`src/rtl/qs_pkg.sv`:
```
// Shared types and geometry for the qs sorter: word/address/bank types,
// the bank-state scoreboard record, and the round-robin bank step.
package qs_pkg;

  localparam int W     = 16;
  localparam int N     = 8;
  localparam int BANKS = 4;
  localparam int AW    = $clog2(N);
  localparam int BW    = $clog2(BANKS);

  typedef logic [W-1:0]  w_t;
  typedef logic [AW-1:0] addr_t;
  typedef logic [BW-1:0] bank_id_t;

  typedef enum logic [2:0] {
    BANK_IDLE,
    BANK_LOADING,
    BANK_READY,
    BANK_SORTED,
    BANK_UNLOADING
  } bank_status_t;

  typedef struct packed {
    bank_status_t status;
    addr_t        n;
    logic         err;
  } bank_state_t;

  typedef enum logic [1:0] {
    ENQ_IDLE,
    ENQ_WAIT_SOP,
    ENQ_LOAD
  } enq_state_t;

  function automatic bank_id_t bank_id_inc(input bank_id_t b);
    return (b == bank_id_t'(BANKS - 1)) ? '0 : bank_id_t'(b + 1'b1);
  endfunction

endpackage

```
`src/rtl/qs_enq.sv`:
```
// Ingress front-end of the qs sorter: claims an idle bank, writes one packet
// into it word by word and hands it to the sort engine as READY on EOP.
module qs_enq
  import qs_pkg::*;
(
  input  logic        clk,
  input  logic        rst,
  input  logic        in_vld,
  input  logic        in_sop,
  input  logic        in_eop,
  input  w_t          in_dat,
  output logic        in_rdy_r,
  output bank_id_t    bank_idx_r,
  input  bank_state_t bank_in,
  output logic        bank_out_vld,
  output bank_state_t bank_out,
  output logic        wr_en_r,
  output addr_t       wr_addr_r,
  output w_t          wr_data_r
);

  localparam addr_t ADDR_MAX = addr_t'(N - 1);

  enq_state_t state;
  addr_t      ptr;    // address of the next word to write; saturates at N-1
  logic       full;   // address N-1 already written, further words overflow
  logic       err_r;
  logic       xfer;
  logic       pkt_end;

  assign xfer    = in_vld & in_rdy_r;
  // An EOP only closes a packet that has started (or starts on this word).
  assign pkt_end = xfer & in_eop & (in_sop | (state == ENQ_LOAD));

  // NOTE: every output of this block is given a default first so no latch is inferred.
  always_comb begin
    bank_out_vld = 1'b0;
    bank_out     = '{status: BANK_LOADING, n: ptr, err: err_r};
    if (!rst) begin
      case (state)
        ENQ_IDLE: begin
          if (bank_in.status == BANK_IDLE) begin
            bank_out_vld = 1'b1;
            bank_out     = '{status: BANK_LOADING, n: '0, err: 1'b0};
          end
        end
        ENQ_WAIT_SOP: begin
          if (pkt_end) begin
            bank_out_vld = 1'b1;
            bank_out     = '{status: BANK_READY, n: '0, err: 1'b0};
          end
        end
        ENQ_LOAD: begin
          bank_out_vld = 1'b1;
          if (pkt_end) begin
            bank_out.status = BANK_READY;
            bank_out.n      = in_sop ? '0 : ptr;
            bank_out.err    = in_sop ? 1'b0 : (err_r | full);
          end
        end
        default: ;
      endcase
    end
  end

  always_ff @(posedge clk or posedge rst) begin
    if (rst) begin
      state      <= ENQ_IDLE;
      in_rdy_r   <= 1'b0;
      bank_idx_r <= '0;
      ptr        <= '0;
      full       <= 1'b0;
      err_r      <= 1'b0;
      wr_en_r    <= 1'b0;
      wr_addr_r  <= '0;
      wr_data_r  <= '0;
    end else begin
      // NOTE: non-blocking assignments only; the default below makes wr_en_r a one-cycle strobe.
      wr_en_r <= 1'b0;
      case (state)
        ENQ_IDLE: begin
          if (bank_in.status == BANK_IDLE) begin
            ptr       <= '0;
            full      <= 1'b0;
            err_r     <= 1'b0;
            wr_addr_r <= '0;
            in_rdy_r  <= 1'b1;
            state     <= ENQ_WAIT_SOP;
          end
        end
        ENQ_WAIT_SOP, ENQ_LOAD: begin
          if (xfer) begin
            if (in_sop) begin
              // SOP always (re)starts the packet at address 0.
              wr_en_r   <= 1'b1;
              wr_addr_r <= '0;
              wr_data_r <= in_dat;
              ptr       <= addr_t'(1);
              full      <= 1'b0;
              err_r     <= 1'b0;
            end else if (state == ENQ_LOAD) begin
              if (!full) begin
                wr_en_r   <= 1'b1;
                wr_addr_r <= ptr;
                wr_data_r <= in_dat;
                if (ptr == ADDR_MAX) full <= 1'b1;
                else                 ptr  <= ptr + 1'b1;
              end else begin
                err_r <= 1'b1;
              end
            end
            if (pkt_end) begin
              in_rdy_r   <= 1'b0;
              bank_idx_r <= bank_id_inc(bank_idx_r);
              state      <= ENQ_IDLE;
            end else if (in_sop) begin
              state <= ENQ_LOAD;
            end
          end
        end
        default: state <= ENQ_IDLE;
      endcase
    end
  end

endmodule

```
`config.mk`:
```
export PLATFORM = sky130hd
export DESIGN_NAME = qs_enq
export DESIGN_NICKNAME = d
export VERILOG_FILES = /design/src/rtl/qs_pkg.sv /design/src/rtl/qs_enq.sv
export SDC_FILE = /design/constraint.sdc
export NUM_CORES = 1
export LEC_CHECK = 0
export ABC_AREA = 1
export CAP_MARGIN = 20
export CORE_MARGIN = 4
export CORE_UTILIZATION = 39
export CTS_CLUSTER_SIZE = 10
export DETAILED_ROUTE_END_ITERATION = 10
export HOLD_SLACK_MARGIN = 0.12
export PLACE_DENSITY = 0.76
export SYNTH_ARGS = -nofsm -noshare
export SYNTH_HDL_FRONTEND = slang
export SYNTH_SLANG_ARGS = --single-unit
export TNS_END_PERCENT = 100
```
`constraint.sdc`:
```
create_clock -name clk -period 1.55 [get_ports clk]
set_clock_uncertainty 0.2 [all_clocks]
set_input_delay 0.2325 -clock clk [delete_from_list [all_inputs] [get_ports clk]]
set_output_delay 0.2325 -clock clk [all_outputs]
set_load 0.03 [all_outputs]
```
==> summary.md, run 1 <==
| Metric | Value |
|---|---|
| Status | complete, but fails checks |
| Failing checks | setup timing |
| Clock Power Share | between 10 and 15% |
| Cell with the most instances on the worst path | buf_6 |
| CTS Buf Count | 5 |
| Worst-Skew Late Latency | between 0.2 and 0.3 ns |
| R2r setup slk | -0.40 ns |
| Final setup fails | 37 |
| Critical Path Sink Type | primary output |
| CP peak stage delay | about 0.41 ns |
| Worst Setup Start Kind | flip-flop |
| Most frequent cells in the layout | nand2_1 (69), buf_4 (30), dfrtp_1 (28), clkdlybuf4s50_1 (23), dlygate4sd2_1 (22) |
| Hold Path Stages | 2 |
| Combinational share of power | a little over two thirds |
| Vias in the first global route | approximately 1.8k |
| Total gr overflow | 0 |
| Area grow syn2layout | 92.8% |
| DRC | 0 |
| Io pins | 59 |
| Sw Ratio | between 40% and 50% |
| Worst vdd ir | 1.23 mV |
| Most common cell after layout, fill and taps aside | nand2_1 |
| Mapped Avg Cell Area | about 7.6 um2 |
| Place WS | -0.817 ns |
| Vias/cell | slightly above 5 |
| Wire per inst | 16.2 um |
| Post-synthesis cell type count | 23 |
| Dpl cell area | 2470 um2 |
| Seq/Total Area, Yosys | 48.3% |
| MaxCap Viol Count | 0 |
| Dpl cells | roughly 330 |
| Total Wirelength | between 5000 and 6000 um |
| Starting density of the core | roughly two fifths |
| Antenna diodes | 0 |
| Worst setup path class | reg -> out |
| Period utilisation layout | 141% |
| Drt initial violations | a little under 100 |
| Root Buffer | clkbuf_8 |
| Final hold slack | around 0.26 ns |
| Lkg Pwr | ~1.5 nW |
| YS warnings | 0 |
| Core Area | between 3000 and 4000 um2 |
| Internal power | ~3.4 mW |
| Via count | 1820 |
| Mapped Nets | 238 |
| Top delay family on crit path | buffers and inverters |
| WP data required | between 1 and 1.5 ns |
| Pwr dens | between 2000 and 2500 nW/um2 |
| Sequential Power Share | 20.3% |
| Fmax | roughly 460 MHz |
| RSZ-0062 raised after global routing | true |
| Clock slew at reported path FFs | about 0.07 ns |
| Initial antenna violation count | 0 |
| Num rows | 22 |
| CP bufs+invs | 5 |
| Hold Path Class | reg -> reg |
| Worst EP arrival | between 1.5 and 2 ns |
| Port Buffers | 53 |
| RR Endpoint | ptr[2] |
| Slew Limit Fails | 0 |
| H-tree levels | 2 |
| Hold path startpoint | wr_addr_r[2] |
| CTS tree | done |
| Die outline area | slightly above 5000 um2 |
| Yosys reg bits | 30 |
| Min cycle time layout | around 2.2 ns |
| Clock tree buffer depth | 2 |
| Setup ws final | -0.632 ns |
| Fin. Hold Viols | 0 |
| Final-stage net count | between 300 and 400 |
| Post-DRT Antenna Nets | 0 |
| GRT Overall Usage | 21.4% |
| Post-Syn Instances | slightly above 200 |
| Worst path slowest cell | dfrtp_1 |
| Layout cells sized above 1 | a little over two fifths |
| First-pass GRT wire length | around 8400 um |
| P_sw | approximately 3.1 mW |
| Cell Area, Synth | between 1500 and 2000 um2 |
| Launching point of the worst reg2reg path | state[1] |
| Dpl hpwl | 3180 um |
| CTS sink count | 30 |
| Placer Congestion | 0.839 |
| Hold endpoint | wr_addr_r[2] |
| Hold-fix buffers, CTS | 0 |
| Non-filler cells, final | around 350 |
| Crit-path cells | inv_2 -> ha_4 -> buf_6 -> inv_4 -> buf_4 -> nor3_4 -> o2111ai_2 -> nand2_2 -> buf_6 |
| Die width | about 70 um |
| Largest net degree at the start of global routing | 23 |
| Critical path depth | 9 |
| Final core occ | 80.0% |
| Worst Reg-to-Reg Cells | 8 |
| Chip Height | 71.1 um |
| Max FO, Critical Path | 3 |
| Post-Layout Inst Area | 2990 um2 |
| Pre-antenna DRT Iters | 4 |
[synthesized netlist by cell type]
cell       instances  share of area, %
nand2_1           91                22
dfrtp_1           30                48
nor2_1            17               4.1
inv_1             15               3.6
nand4_1            8               3.2
ha_1               7               5.6
nand3_1            6               1.9
a21oi_1            4               1.3
o21ai_0            4               1.3
inv_2              3              0.73
nor3_1             3              0.97
buf_2              2              0.64
o21ai_1            2              0.64
o21ai_2            2               1.1
a21boi_0           1              0.48
buf_4              1              0.48
buf_6              1              0.73
conb_1             1              0.24
nand3_2            1              0.64
nor2_2             1              0.40
nor4_1             1              0.40
o2111ai_1          1              0.56
o211ai_1           1              0.48
[repair_timing]
action / in CTS / in global routing
cloned: 1 / 0
endpoints found under the setup margin: 60 / 37
resized for setup: 111 / 26
setup buffers: 7 / 4
pin swaps: 21 / 26
[power groups by stage]
stage | registers [mW] | logic [mW] | clock network (mW)
after CTS | 1.29 | 4.01 | 0.662
after detailed placement | 1.30 | 3.32 | 0
final | 1.31 | 4.51 | 0.660
after global placement | 1.30 | 3.26 | 0
after global routing | 1.36 | 4.77 | 0.688
after floorplan | 1.80 | 1.42 | 0
[final cells by class]
cell class / instances / area, um2
tap: 48 / 60.1
fill: 224 / 749
multi-input combinational: 151 / 1070
clock buffer: 6 / 82.6
inverter: 18 / 87.6
sequential: 30 / 753
timing repair buffer: 99 / 930
clock inverter: 2 / 12.5
[how the worst max path moves through the flow]
| stage | slack [ns] | end | startpoint |
|---|---|---|---|
| 2_1_floorplan | -0.27 | bank_out[4] | state[0] |
| 3_3_place_gp | -0.76 | bank_out[2] | rst |
| 3_5_place_dp | -0.82 | bank_out[3] | rst |
| 4_1_cts | -0.54 | bank_out[0] | state[0] |
| 5_1_grt | -0.73 | bank_out[0] | state[0] |
| 6_report | -0.63 | bank_out[0] | state[0] |
[cells by family (layout without fill, tap and decap cells)]
kind of cell	count (synthesis)	in the layout	share of synthesized area [%]
buffers and inverters	22	125	6.20
DFF	30	30	48.3
other	1	1	0.242
and+or+nand+nor	128	128	33.7
AOI/OAI and AO/OA	15	15	5.88
adders and majority gates	7	7	5.64
[sequential cells by signal, summed over array words and instances (netlist names)]
| signal | flops |
|---|---|
| wr_data_r | 16 |
| ptr | 3 |
| wr_addr_r | 3 |
| bank_idx_r | 2 |
| state | 2 |
| err_r | 1 |
| full | 1 |
| in_rdy_r | 1 |
| wr_en_r | 1 |
[layer usage]
layer	GRT usage, %	wire length, um	up-vias
met5	0	0	-
met4	10.2	274	0
met3	6.39	397	34
met2	37.2	2890	92
met1	23.7	2160	846
li1	-	-	848
[worst register-to-register path, stage by stage, from the launching register on]
cell and delay [ns]:
dfrtp_2 0.44, inv_2 0.08, buf_6 0.12, ha_4 0.33, inv_6 0.06, nor2_4 0.24
o21ai_4 0.15, nand4_1 0.14, nand2_1 0.07
[metrics by stage]
| step | TNS [ns] | total power, mW |
|---|---|---|
| global placement | -13.77 | 4.55 |
| detailed placement | -14.13 | 4.62 |
| floorplan | -1.62 | 3.22 |
| finish | -12.23 | 6.48 |
| global route | -14.96 | 6.82 |
| CTS | -9.62 | 5.96 |
(Power assumes the default switching activity.)
==> inputs of run 2 (changes only) <==
Settings changed: ABC_AREA 1 to unset, MAX_ROUTING_LAYER set to met4.
==> run 2 against run 1 <==
- the flow still finishes with violations (setup timing)
- synthesized cell count down 35%
- flip-flop and latch count unchanged
- critical endpoint unchanged
- highest routed layer unchanged
- die area fell by 0.87%
- non-clock buffer count is 3 higher
- critical path depth is 2 lower
- hold slack better by 0.031 ns
==> summary.md, run 2 <==
| Metric | Value |
|---|---|
| GRT Overall Usage | around 20% |
| CTS Buf Count | 5 |
| H-tree levels | 2 |
| Most used routing layer | met2 |
| Hold Path Stages | 1 |
| Pwr dens | roughly 1700 nW/um2 |
| Dpl hpwl | ~3300 um |
| Main area contributors after synthesis | dfrtp_1 (49%), mux2_2 (12%), ha_1 (5.7%) |
| Chip Height | approximately 71 um |
| Mapped Nets | between 150 and 200 |
| Failing checks | setup timing |
| Port Buffers | 53 |
| Top reg by flops | wr_data_r |
| Most common cell after layout, fill and taps aside | buf_4 |
| MaxCap Viol Count | 0 |
| Period utilisation layout | 139% |
| Die outline area | roughly 5000 um2 |
| Place WS | -0.661 ns |
| First-pass GRT wire length | between 7000 and 8000 um |
| Cell Area, Synth | 1540 um2 |
| Largest register FFs | 16 |
| Total Wirelength | 4620 um |
| Dpl cell area | ~2400 um2 |
| WP data required | ~1.1 ns |
| Crit-path cells | ha_4 -> buf_6 -> a21oi_2 -> nor2_1 -> o21ai_2 -> o21a_2 -> buf_6 |
| Worst path slowest cell | dfrtp_2 |
| Met2 Use GR | a little under a third |
| Dpl cells | about 260 |
| Status | complete, but fails checks |
| CP peak stage delay | 0.44 ns |
| Hold path startpoint | wr_addr_r[2] |
| Fmax | ~470 MHz |
| Final core occ | about three quarters |
| Fin. Hold Viols | 0 |
| Placer Congestion | between 0.9 and 1 |
| YS warnings | 0 |
| Seq/Total Area, Yosys | 48.8% |
| Final setup fails | 37 |
| Area grow syn2layout | 83.6% |
| Hold endpoint | wr_addr_r[2] |
| Die width | roughly 71 um |
| Final-stage net count | between 200 and 300 |
| Io pins | slightly below 60 |
| Worst Setup Start Kind | flip-flop |
| CTS tree | done |
| Total gr overflow | 0 |
| Post-Syn Instances | around 130 |
| Starting density of the core | about 40% |
| Antenna diodes | 0 |
| Core Area | around 3700 um2 |
| Worst EP arrival | ~1.7 ns |
| Top cell type by total area after synthesis | dfrtp_1 |
| Via count | ~1.4k |
| Launching point of the worst reg2reg path | state[1] |
| Vias in the first global route | ~1.5k |
| Wire per inst | ~16 um |
| Worst-Skew Late Latency | approximately 0.28 ns |
| CTS sink count | 30 |
| Cell with the most instances on the worst path | buf_6 |
| Largest net degree at the start of global routing | 19 |
| Layout cells sized above 1 | ~50% |
| Critical Path Sink Type | primary output |
| Root Buffer | clkbuf_8 |
| Final hold slack | between 0.2 and 0.3 ns |
| Vias/cell | just over 5 |
| Async set-reset flop share out of synthesis | 100% |
| RSZ-0062 raised after global routing | true |
| R2r setup slk | -0.43 ns |
| Filler Cell Count | 222 |
| Min cycle time layout | 2.15 ns |
| Count leader, synth | dfrtp_1 |
| Clock tree buffer depth | 2 |
| Slew Limit Fails | 0 |
| Most frequent cells in the layout | buf_4 (37), dfrtp_1 (29), clkdlybuf4s50_1 (23), dlygate4sd2_1 (20), buf_6 (17) |
| Non-filler cells, final | about 280 |
| Worst vdd ir | 1.25 mV |
| Top cell type's share of synthesized area | around half |
| Largest registers | wr_data_r: 16 flops, ptr: 3 flops, wr_addr_r: 3 flops |
| Met1 Resource Use GR | 24.3% |
| Total power | between 4 and 5 mW |
| DRC | 0 |
| Lkg Pwr | 1.33 nW |
| Max FO, Critical Path | 4 |
| Post-Layout Inst Area | about 2800 um2 |
| Worst Reg-to-Reg Cells | 8 |
| Num rows | 22 |
| Commonest cells post-synth | dfrtp_1 (30), mux2_2 (17), o21ai_0 (8) |
| Hold Path Class | reg -> reg |
| Post-synth EDFFs | 0 |
| Drt initial violations | 54 |
| RR Endpoint | wr_addr_r[0] |
| Worst setup path class | reg -> out |
| Initial antenna violation count | 0 |
| Post-synth top flop | dfrtp_1 |
| Mapped Avg Cell Area | 11.6 um2 |
| Yosys reg bits | 30 |
| Clock slew at reported path FFs | around 0.06 ns |
| Met3 Use GR | approximately 4.8% |
| Setup ws final | -0.598 ns |
| Pre-antenna DRT Iters | 4 |
| Post-synthesis cell type count | 38 |
| Setup TNS | -15.01 ns |
| Post-DRT Antenna Nets | 0 |
[run 2: logic make-up after synthesis]
logic type | Yosys count | share of synthesized area, %
buffers and inverters | 12 | 4.47
other | 1 | 0.244
AND/OR/NAND/NOR | 35 | 13.9
AO/OA/AOI/OAI | 29 | 13.7
flip-flops | 30 | 48.8
multiplexers | 18 | 13.2
adder cells (fa/ha/maj) | 7 | 5.70
[run 2: worst max path at each step]
stage | start | endpoint | slack, ns | cells after the start
floorplan | state[0] | bank_out[0] | -0.43 | 7
global placement | bank_in[5] | bank_out[2] | -0.56 | 6
detailed placement | in_sop | bank_out[2] | -0.66 | 7
CTS | state[1] | bank_out[2] | -0.63 | 7
global route | state[1] | bank_out[2] | -0.69 | 7
finish | state[1] | bank_out[0] | -0.60 | 7
[run 2: power by group]
part | total, mW | switching (mW) | internal (mW)
registers | 1.23 | 0.162 | 1.07
clock network | 0.727 | 0.280 | 0.448
logic | 2.84 | 1.48 | 1.36
[run 2: layout make-up]
type / count / area [um2] / share of cell area (%)
multi-input combinational: 90 / 911 / 32.3
clock buffer: 8 / 110 / 3.90
timing repair buffer: 102 / 972 / 34.4
sequential: 30 / 752 / 26.6
inverter: 5 / 18.8 / 0.665
tap: 48 / 60.1 / 2.13
[run 2: what timing repair did]
item	CTS	global route
gates resized for setup	69	7
hold endpoints to repair	0	0
setup buffers	10	4
endpoints found under the setup margin	58	38
gates cloned	1	0
hold buffers	0	0
pin swaps	14	16
[run 2: metal layers]
metal	up-vias	part of all wire [%]
met1	710	42
met2	50	51
met3	6	5.8
met5	-	0
li1	679	-
met4	0	1.3
[run 2: critical path, delay by kind of cell, from the launching register on]
family	cells	cell delay, ns
AO/OA/AOI/OAI	3	0.49
AND/OR/NAND/NOR	1	0.07
buffers and inverters	2	0.24
adder cells (fa/ha/maj)	1	0.19
flip-flops	1	0.44
